$ cat src/rtl/robot_nav_ctrl.sv
// Wall-following navigation controller for the pipe-cleaning robot: walks, turns,
// removes barriers, and stops on target, move budget or stall.
//
// state    | meaning
// ---------+-----------------------------------------------------------
// WALK     | following the wall on side S, one action per cycle
// GAP      | just turned into a gap; must advance or turn away, never turn_S again
// REMOVING | removal tool held for the remaining REMOVE_CYCLES-1 cycles
// DONE     | mission ended (target, budget or stall), absorbing until reset
module robot_nav_ctrl #(
    parameter int FOLLOW_SIDE   = 0,
    parameter int REMOVE_CYCLES = 3,
    parameter int CNT_W         = 9,
    parameter int STALL_LIMIT   = 4
) (
    input  logic             clock,
    input  logic             reset,
    input  logic             enable,
    input  logic             head,
    input  logic             side,
    input  logic             barrier,
    input  logic             under,
    input  logic [CNT_W-1:0] max_moves,
    output logic             front,
    output logic             turn_left,
    output logic             turn_right,
    output logic             remove,
    output logic             done,
    output logic             stuck,
    output logic [CNT_W-1:0] action_count,
    output logic [CNT_W-1:0] removed_count
);

    localparam int RC_W = (REMOVE_CYCLES > 1) ? $clog2(REMOVE_CYCLES + 1) : 1;
    localparam int SL_W = $clog2(STALL_LIMIT + 1);
    localparam logic [CNT_W-1:0] CNT_MAX = '1;

    typedef enum logic [1:0] {WALK, GAP, REMOVING, DONE} state_t;

    state_t            state, state_nxt;
    logic [RC_W-1:0]   rcnt, rcnt_nxt;
    logic [SL_W-1:0]   stall, stall_nxt;
    logic              stall_flag;
    logic              act_front, act_ts, act_to, act_rem;
    logic              rem_fin, stall_hit, budget_hit, any_act;
    logic [CNT_W-1:0]  act_inc;

    always_ff @(posedge clock) begin
        if (reset) begin
            state         <= WALK;
            rcnt          <= '0;
            stall         <= '0;
            stall_flag    <= 1'b0;
            front         <= 1'b0;
            turn_left     <= 1'b0;
            turn_right    <= 1'b0;
            remove        <= 1'b0;
            done          <= 1'b0;
            stuck         <= 1'b0;
            action_count  <= '0;
            removed_count <= '0;
        end else begin
            state      <= state_nxt;
            rcnt       <= rcnt_nxt;
            stall      <= stall_nxt;
            front      <= act_front;
            turn_left  <= (FOLLOW_SIDE == 0) ? act_ts : act_to;
            turn_right <= (FOLLOW_SIDE == 0) ? act_to : act_ts;
            remove     <= act_rem;
            if (any_act)
                action_count <= act_inc;
            if (rem_fin && removed_count != CNT_MAX)
                removed_count <= removed_count + 1'b1;
            if (stall_hit)
                stall_flag <= 1'b1;
            // done/stuck surface one cycle after the FSM lands in DONE
            if (enable && state == DONE) begin
                done  <= 1'b1;
                stuck <= stall_flag;
            end
        end
    end

    always_comb begin
        state_nxt  = state;
        rcnt_nxt   = rcnt;
        stall_nxt  = stall;
        act_front  = 1'b0;
        act_ts     = 1'b0;
        act_to     = 1'b0;
        act_rem    = 1'b0;
        rem_fin    = 1'b0;
        stall_hit  = 1'b0;
        budget_hit = 1'b0;

        if (enable) begin
            case (state)
                WALK, GAP: begin
                    if (under) begin
                        state_nxt = DONE;
                    end else if (state == WALK && !side) begin
                        act_ts    = 1'b1;
                        state_nxt = GAP;
                    end else if (!head) begin
                        act_front = 1'b1;
                        state_nxt = WALK;
                    end else if (barrier) begin
                        act_rem = 1'b1;
                        if (REMOVE_CYCLES == 1) begin
                            rem_fin   = 1'b1;
                            state_nxt = WALK;
                        end else begin
                            rcnt_nxt  = RC_W'(1);
                            state_nxt = REMOVING;
                        end
                    end else begin
                        act_to    = 1'b1;
                        state_nxt = WALK;
                    end
                end
                REMOVING: begin
                    act_rem  = 1'b1;
                    rcnt_nxt = rcnt + 1'b1;
                    if (rcnt_nxt == RC_W'(REMOVE_CYCLES)) begin
                        rem_fin   = 1'b1;
                        state_nxt = WALK;
                    end
                end
                DONE: ;
            endcase
        end

        if (act_ts || act_to) begin
            stall_nxt = stall + 1'b1;
            if (stall_nxt == SL_W'(STALL_LIMIT)) begin
                stall_hit = 1'b1;
                state_nxt = DONE;
            end
        end else if (act_front || act_rem) begin
            stall_nxt = '0;
        end

        any_act = act_front | act_ts | act_to | act_rem;
        act_inc = (action_count == CNT_MAX) ? action_count : action_count + 1'b1;
        // budget hit still issues the action but truncates any removal in flight
        if (any_act && max_moves != '0 && act_inc == max_moves) begin
            budget_hit = 1'b1;
            rem_fin    = 1'b0;
            state_nxt  = DONE;
        end
    end

endmodule

$ cat config.mk
export PLATFORM = sky130hd
export DESIGN_NAME = robot_nav_ctrl
export DESIGN_NICKNAME = d
export VERILOG_FILES = /design/src/rtl/robot_nav_ctrl.sv
export SDC_FILE = /design/constraint.sdc
export NUM_CORES = 1
export LEC_CHECK = 0
export ABC_CLOCK_PERIOD_IN_PS = 2850
export CORE_UTILIZATION = 45
export DETAILED_ROUTE_END_ITERATION = 10
export GPL_ROUTABILITY_DRIVEN = 0
export PLACE_DENSITY = 0.72
export SLEW_MARGIN = 5
export SYNTH_ARGS = -nofsm -noshare
export SYNTH_HDL_FRONTEND = slang
export SYNTH_SLANG_ARGS = --single-unit
$ cat constraint.sdc
create_clock -name clock -period 2.85 [get_ports clock]
set_clock_uncertainty 0.1 [all_clocks]
set_input_delay 0.285 -clock clock [delete_from_list [all_inputs] [get_ports clock]]
set_output_delay 0.285 -clock clock [all_outputs]
set_load 0.05 [all_outputs]
; After elaboration in Yosys (flattened, before gate mapping)
; Index checks and enable logic that the tools add are counted.
[classes]
n_addsub = 4
mul = 0
div = 0
n_lt_le_gt_ge = 0
n_eq_ne = 12
shifts = 0
muxes = 45
bitwise = 3
n_reduce_logical = 14
[op_table]
columns = op, count
row1 = $mux W1, 26
row2 = $mux W2, 13
row3 = $add A9 B1 Y9 const B, 2
row4 = $eq A9 B9 Y1, 1
row5 = $eq A9 B9 Y1 const B, 1
row6 = $mux W9, 1
row7 = $ne A9 B9 Y1 const B, 1
row8 = $reduce_bool A9 Y1, 1
row9 = $ne A2 B2 Y1 const B, 4
row10 = $pmux W2 S2, 2
row11 = $eq A2 B2 Y1 const B, 3
row12 = $mux W3, 2
row13 = $reduce_and A6 Y1, 1
row14 = $logic_and A1 B1 Y1, 5
row15 = $reduce_bool A2 Y1, 2
row16 = $add A3 B1 Y3 const B, 1
row17 = $eq A3 B3 Y1 const B, 1
row18 = $or A1 B1 Y1, 3
row19 = $add A2 B1 Y2 const B, 1
row20 = $eq A2 B1 Y1 const B, 1
row21 = $logic_not A2 Y1, 1
row22 = $logic_or A1 B1 Y1, 2
row23 = $pmux W1 S2, 1
row24 = $reduce_or A2 Y1, 1
row25 = $logic_not A1 Y1, 1
[totals]
register_bits = 32
latch_bits = 0
ramBits = 0
mem_bits_ro = 0
output_inout_bits = 24
elab_cells = 90
mem_count = 0

; Depth between registers and ports, before layout
; Gate-level depths: netlist of run 1.
[logic_depth]
depth_word = 13
depth_mapped = 13
mapped_depth_nobuf = 8

; Worst setup path after synthesis of run 1
; Ideal clock, no wire load.
[synth_timing]
path_kind = register to register
start = register action_count[0]
end = register removed_count[4]
setup_ps = 70
t_arrival_ps = 2736
slack_ps = -56
stages_incl_launch_ff = 13
n_path_buf = 4
synth_period_minus_slack_ps = 2906
path_cell_list = dfxtp_1 > ha_1 > buf_2 > and3_1 > buf_6 > and3_1 > buf_4 > nor4_1 > a311oi_1 > nor4bb_1 > buf_4 > or4_1 > a21oi_2
[synth_between]
elab_chain_cells = 6
word_cells_on_any_way = 7
cone_classes = 1 x add/sub / 2 x eq/ne / 2 x mux / 2 x reduce/logical
[synth_rtl]
columns = item, line_no
row1 = start: declaration, 30  ; output logic [CNT_W-1:0] action_count,
row2 = start signal: assignment, 71  ; action_count <= act_inc;
row3 = $add A9 B1 Y9 / $eq A9 B9 Y1 (equally long branches), 144  ; act_inc = (action_count == CNT_MAX) ? action_count : action_count + 1'b1;
row4 = $mux W9 (*), 144
row5 = $eq A9 B9 Y1 (*), 146  ; if (any_act && max_moves != '0 && act_inc == max_moves) begin
row6 = $logic_and A1 B1 Y1 (*), 146
row7 = $mux W1 (*), 146
row8 = $logic_and A1 B1 Y1 (*), 72  ; if (rem_fin && removed_count != CNT_MAX)
row9 = end signal: assignment, 73  ; removed_count <= removed_count + 1'b1;
row10 = end: declaration, 31  ; output logic [CNT_W-1:0] removed_count
; Mark *: on every way between the ends. The rest lies on a longest branch, timed or not.
; A chain may end at the register's enable or synchronous reset.

; Final worst setup path of run 1
[layout_timing]
start = register action_count[0]
end = register removed_count[7]
; Same word-level chain as after synthesis.

==> impl_metrics.py, run 1 <==
metrics = {
    "yosys": {
        "syn_area_um2": 1867,
        "yosys.area_share.simple_pct": 23.86,
        "synth-edff-count": 0,
        "synth_most_common_cell": "dfxtp_1",
        "synthAdderAreaFrac_pct": 4.021,
        "ys_seq_area_share_pct": 34.32,
        "yosysTopAreaCell": "dfxtp_1",
        "synth_nets": 240,
        "synth_top_flop_cell": "dfxtp_1",
        "synth_compound_area_share_pct": 22.52,
        "yosys-top-cells-count": "dfxtp_1 (32), a21oi_1 (21), nor2_1 (17), nand2_1 (11)",
        "synthMuxAreaShare_pct": 1.609,
        "async_flop_share_pct": 0,
        "synth-warning-count": 0,
        "synth_cell_types": 47,
        "yosys_register_bits": 32,
        "avgSynthCellArea_um2": 8.563,
        "synth.area.top_cells": "dfxtp_1 (34%), a21oi_1 (5.6%), a21oi_2 (4.2%), ha_1 (4.0%), xnor2_1 (3.8%)",
        "synth_top_cell_area_share_pct": 34.32,
        "syn_inst": 218,
        "synth_top_family_by_area": "simple AND/OR/NAND/NOR gates",
        "synth-xor-area-share_pct": 6.099,
    },
    "setup_path": {
        "path_max_fanout": 19,
        "cp_slowest_stage_delay_ns": 0.48,
        "slowest_stage": "or4_1",
        "cp-end-kind": "flip-flop",
        "cp_num_buf_inv": 1,
        "reg2regPathDepth": 9,
        "worst-endpoint-required_ns": 2.97,
        "worstReg2RegStart": "action_count[0]",
        "worst_r2r_endpoint": "removed_count[7]",
        "path_cells": "ha_1, and3_1, and3_1, nor4_1, a311oi_1, nor4bb_2, buf_12, or4_1, a21oi_2",
        "startpoint_type": "flip-flop",
        "rrSetupSlack_ns": 0.16,
        "worstPathArrival_ns": 2.80,
        "crit_family": "simple AND/OR/NAND/NOR gates",
        "crit_path_frequent_cell": "and3_1",
        "setup.worst_path.class": "reg2reg",
    },
    "placed_design": {
        "dpl.hpwl_mm": 3.099,
        "io_buffers": 39,
        "dpl-instance-area_um2": 2282,
    },
    "cts": {
        "cts_resized": 0,
        "postCtsHoldBufs": 0,
        "cts.htree.levels": 2,
        "numCtsBuffers": 5,
        "cts_root_buf": "clkbuf_8",
        "clock_sinks": 32,
        "clkLatencyLatePin_ns": 0.28,
        "cts_tree": "done",
        "clk_pin_slew_worst_paths_ns": 0.06,
        "postCtsSetupBuffers": 0,
        "clockBufferDepth": 2,
    },
    "layout": {
        "postLayoutCellArea_um2": 2360,
        "drive_gt1_share_pct": 13.28,
        "syn_to_final_growth_pct": 26.41,
        "num_antenna_cells": 0,
        "final_nets": 278,
    },
    "status": {
        "status": "finished clean",
    },
    "timing": {
        "rsz0062_at_grt": "no",
        "timing.fmax_mhz": 372.1,
        "slew_headroom_pct": 66.50,
        "setup_tns_ns": 0,
        "finalHoldViolations": 0,
        "setup_viol_count_final": 0,
        "post-route-period-util_pct": 94.29,
        "final.min_clock_period_ns": 2.687,
        "tightest_slew_ns": 0.5009,
        "slew_viol_final": 0,
    },
    "hold_path": {
        "min_to": "done",
        "min_path_cells": 2,
        "min_from": "done",
        "hold_path.class": "reg2reg",
    },
    "floorplan": {
        "start_util_pct": 46.67,
        "die_area_um2": 4410,
        "ios": 40,
        "dieHeight_um": 66.41,
        "core_area_um2": 4000,
        "die-width_um": 66.41,
        "fp-row-count": 23,
    },
    "global_route": {
        "grt_usage_pct": 21.75,
        "overflow": 0,
        "antenna_found_initial": 0,
        "grt_pass1_wl_mm": 7.127,
        "grt_pass1_vias": 1532,
        "grt_max_degree": 26,
    },
    "routing": {
        "vias_per_cell": 5.719,
        "drt_iter0_drc": 93,
        "dr.pass1.iters": 4,
        "drcViolationCount": 0,
        "wirelength_mm": 4.300,
        "wl_per_cell_um": 14.05,
        "num_vias": 1750,
        "ant_nets": 0,
    },
    "run": {
        "cap_violations": 0,
    },
    "power": {
        "p_per_area_nw_per_um2": 389.7,
        "finalPower_uw": 919.6,
        "leakage_nw": 0.8243,
        "ir_drop_uv": 267.2,
    },
}
## per-stage QoR
stage          hold WS (ns)  setup WS, ns  instances  utilization, %
5_1_grt              0.3714       0.01764        306           58.99
6_report             0.3436        0.1626        306           58.99
4_1_cts              0.3483        0.1735        306           58.99
3_5_place_dp         0.3380        0.1243        299           57.05
3_3_place_gp         0.3357        0.1843        299           57.05
2_1_floorplan        0.2621        0.1701        218               -
## state kept, by name, indices dropped and copies added, names as in the netlist
signal and count:
rcnt 2, done 1, stuck 1, turn_right 1, turn_left 1, front 1
stall 3, remove 1, stall_flag 1, removed_count 9, action_count 9, state 2
## worst register-to-register path: stages (launching register included)
cell and delay, ns:
dfxtp_2 0.40, ha_1 0.23, and3_1 0.28, and3_1 0.33
nor4_1 0.08, a311oi_1 0.30, nor4bb_2 0.12, buf_12 0.16
or4_1 0.49, a21oi_2 0.14
## layout by cell type (no fill, tap or decap), drive strengths merged, types with 2 or more instances in the layout
master and count:
ha 6, and3 6, a211oi 3, nor3 6, a31oi 2, clkdlybuf4s50 39
clkbuf 6, nor2 17, or3 4, or4 5, a311oi 3, xor2 5
o31ai 5, a21oi 30, inv 6, nand3 9, nand2 11, mux2i 3
and4 2, nand3b 3, nor4 8, buf 8, and2 2, a22oi 3
dfxtp 32, or3b 3, o21ai 8, xnor2 8
## layer usage
metal  global-route usage, %  routed length, um
met5                       0                  0
met1                   29.48               2078
met4                   10.37                 79
met2                   32.40               1871
met3                   4.655                270
## power breakdown
| group | total, mW | switching (mW) | internal, mW | leakage (nW) |
|---|---|---|---|---|
| Combinational | 0.125 | 0.0672 | 0.0580 | 0.524 |
| Clock | 0.327 | 0.162 | 0.166 | 0.0410 |
| Sequential | 0.467 | 0.0111 | 0.456 | 0.260 |
| Total | 0.920 | 0.240 | 0.680 | 0.824 |
## area by class of cell
class                   count  area (um2)
fillers                   375        1640
multi-input cells         164        1091
flip-flops and latches     32       643.1
repair buffers             47       462.9
clock buffers               6       72.57
well taps                  50       62.56
inverters                   6       22.52
clock inverters             1       5.005
## logic make-up after synthesis
family,after synthesis
compound gates,62
xor+xnor,13
fa+ha+maj,6
buf+inv,22
flops,32
mux,3
simple gates,80
## worst max path at each step
stage                                from                to  slack [ns]  depth (start not counted)
after floorplan           action_count[0]  removed_count[4]        0.17                         12
after global placement    action_count[0]  removed_count[4]        0.18                          9
after detailed placement     max_moves[2]  removed_count[5]        0.12                          9
after CTS                 action_count[0]  removed_count[7]        0.17                          9
after global routing      action_count[0]  removed_count[5]        0.02                          9
final                     action_count[0]  removed_count[7]        0.16                          9
Note: power is estimated with default switching activity, not from simulation.
==> run 2, diff against run 1 <==
Settings changed: PLACE_DENSITY 0.72 to 0.75.
==> run 2 against run 1 <==
Die area unchanged. Final cell count unchanged. Routed wire length decreased by 0.77%. Critical path depth unchanged. Register-to-register slack improved by 0.08 ns. First-iteration DRC count increased by 82%. Sequential power about the same. Final area increased by 1.1%. Clock power increased by 30%. Largest cell class unchanged.
==> impl_metrics.py, run 2 (synthesis results as in run 1) <==
metrics = {
    "hold_path": {
        "min_path_cells": 2,
        "hold_path.class": "reg2reg",
        "min_to": "done",
        "min_from": "done",
    },
    "layout": {
        "layout_commonest_cell": "clkdlybuf4s50_1",
        "final_cell_mix": "clkdlybuf4s50_1 (39), dfxtp_1 (30), a21oi_1 (21)",
        "syn_to_final_growth_pct": 27.75,
        "drive_gt1_share_pct": 13.67,
        "num_antenna_cells": 0,
        "fin_cells": 306,
        "final_nets": 277,
        "post-route-util_pct": 59.62,
        "largestRegisters": "action_count x9, removed_count x9, stall x3",
    },
    "cts": {
        "clockBufferDepth": 2,
        "clk_pin_slew_worst_paths_ns": 0.07,
        "postCtsHoldBufs": 0,
        "numCtsBuffers": 5,
        "cts_root_buf": "clkbuf_8",
        "cts.htree.levels": 2,
        "clock_sinks": 32,
        "cts_resized": 0,
        "cts_tree": "done",
        "postCtsSetupBuffers": 0,
        "clkLatencyLatePin_ns": 0.28,
    },
    "timing": {
        "setup_viol_count_final": 0,
        "slew_viol_final": 0,
        "rsz0062_at_grt": "no",
        "final.min_clock_period_ns": 2.612,
        "holdWs_ns": 0.3490,
        "post-route-period-util_pct": 91.65,
        "finalHoldViolations": 0,
        "timing.fmax_mhz": 382.9,
        "setup_tns_ns": 0,
        "tightest_slew_ns": 0.5007,
        "slew_headroom_pct": 66.51,
    },
    "setup_path": {
        "worst_r2r_endpoint": "removed_count[4]",
        "cp-startpoint": "action_count[0]",
        "rrSetupSlack_ns": 0.24,
        "worstReg2RegStart": "action_count[0]",
        "worstPathArrival_ns": 2.73,
        "path_max_fanout": 19,
        "setup.worst_path.class": "reg2reg",
        "reg2regPathDepth": 9,
        "startpoint_type": "flip-flop",
        "worst-endpoint-required_ns": 2.97,
        "cp-end-kind": "flip-flop",
    },
    "routing": {
        "dr.pass1.iters": 4,
        "wl_per_cell_um": 13.94,
        "wirelength_mm": 4.267,
        "drt_iter0_drc": 169,
        "drcViolationCount": 0,
        "num_vias": 1739,
        "vias_per_cell": 5.683,
        "ant_nets": 0,
    },
    "placed_design": {
        "io_buffers": 39,
        "dpl.hpwl_mm": 3.054,
        "dpl.cell_count": 298,
    },
    "global_route": {
        "grtUsageMet2_pct": 32.27,
        "overflow": 0,
        "met1_usage_pct": 27.33,
        "grtUsageMet3_pct": 6.724,
        "grt_max_degree": 20,
        "grt_pass1_vias": 1544,
        "antenna_found_initial": 0,
        "grt_usage_pct": 20.95,
        "grt_pass1_wl_mm": 6.989,
        "busiest_layer": "met2",
    },
    "floorplan": {
        "dieHeight_um": 66.41,
        "start_util_pct": 46.67,
        "fp-row-count": 23,
        "core_area_um2": 4000,
        "die-width_um": 66.41,
        "die_area_um2": 4410,
        "ios": 40,
    },
    "power": {
        "combPwrFrac_pct": 12.5,
        "p_per_area_nw_per_um2": 427.2,
        "finalPower_mw": 1.019,
        "seq_power_share_pct": 45.8,
        "leakage_nw": 0.8302,
        "intPower_uw": 773.3,
        "switching_share_pct": 24.10,
        "ir_drop_uv": 329.2,
        "p_sw_uw": 245.5,
        "clkPwrFrac_pct": 41.7,
    },
    "run": {
        "cap_violations": 0,
    },
    "status": {
        "status": "finished clean",
    },
}
==> run 2: area by class of cell <==
cell class / instances / area, um2
Multi-Input combinational cell: 164 / 1094
Fill cell: 354 / 1615
Clock inverter: 2 / 35.03
Tap cell: 50 / 62.56
Sequential cell: 32 / 643.1
Clock buffer: 6 / 72.57
Timing Repair Buffer: 46 / 455.4
Inverter: 6 / 22.52
==> run 2: worst max-delay path by stage <==
stage / to / cells after the start / slack (ns)
2_1_floorplan: removed_count[4] / 12 / 0.17
3_3_place_gp: removed_count[7] / 9 / 0.17
3_5_place_dp: removed_count[4] / 9 / 0.16
4_1_cts: removed_count[7] / 9 / 0.19
5_1_grt: removed_count[4] / 9 / 0.05
6_report: removed_count[4] / 9 / 0.24
==> run 2: metal layers <==
layer | vias to the layer above | share of wire, %
li1 | 879 | -
met1 | 814 | 48
met2 | 42 | 46
met3 | 4 | 5.4
met4 | 0 | 0.80
met5 | - | 0
==> run 2: critical path, cell delays in order (launching register included) <==
cell and delay [ns]:
dfxtp_2 0.39, ha_2 0.29, and3_1 0.30, and3_1 0.21
nor4_1 0.06, a311oi_1 0.30, nor4bb_2 0.11, buf_12 0.16
or4_1 0.48, a21oi_2 0.14
==> run 2: power by group through the flow <==
stage	registers [mW]	logic (mW)	clock network [mW]
final	0.467	0.127	0.425
after global routing	0.468	0.136	0.458
after CTS	0.467	0.126	0.432
after detailed placement	0.477	0.126	0
after global placement	0.477	0.125	0
after floorplan	0.487	0.0603	0
==> run 2: per-stage QoR <==
step	setup slack (ns)	instance area, um2
floorplan	0.1701	1869
global placement	0.1706	2275
detailed placement	0.1561	2275
CTS	0.1905	2382
global route	0.04729	2385
finish	0.2381	2385
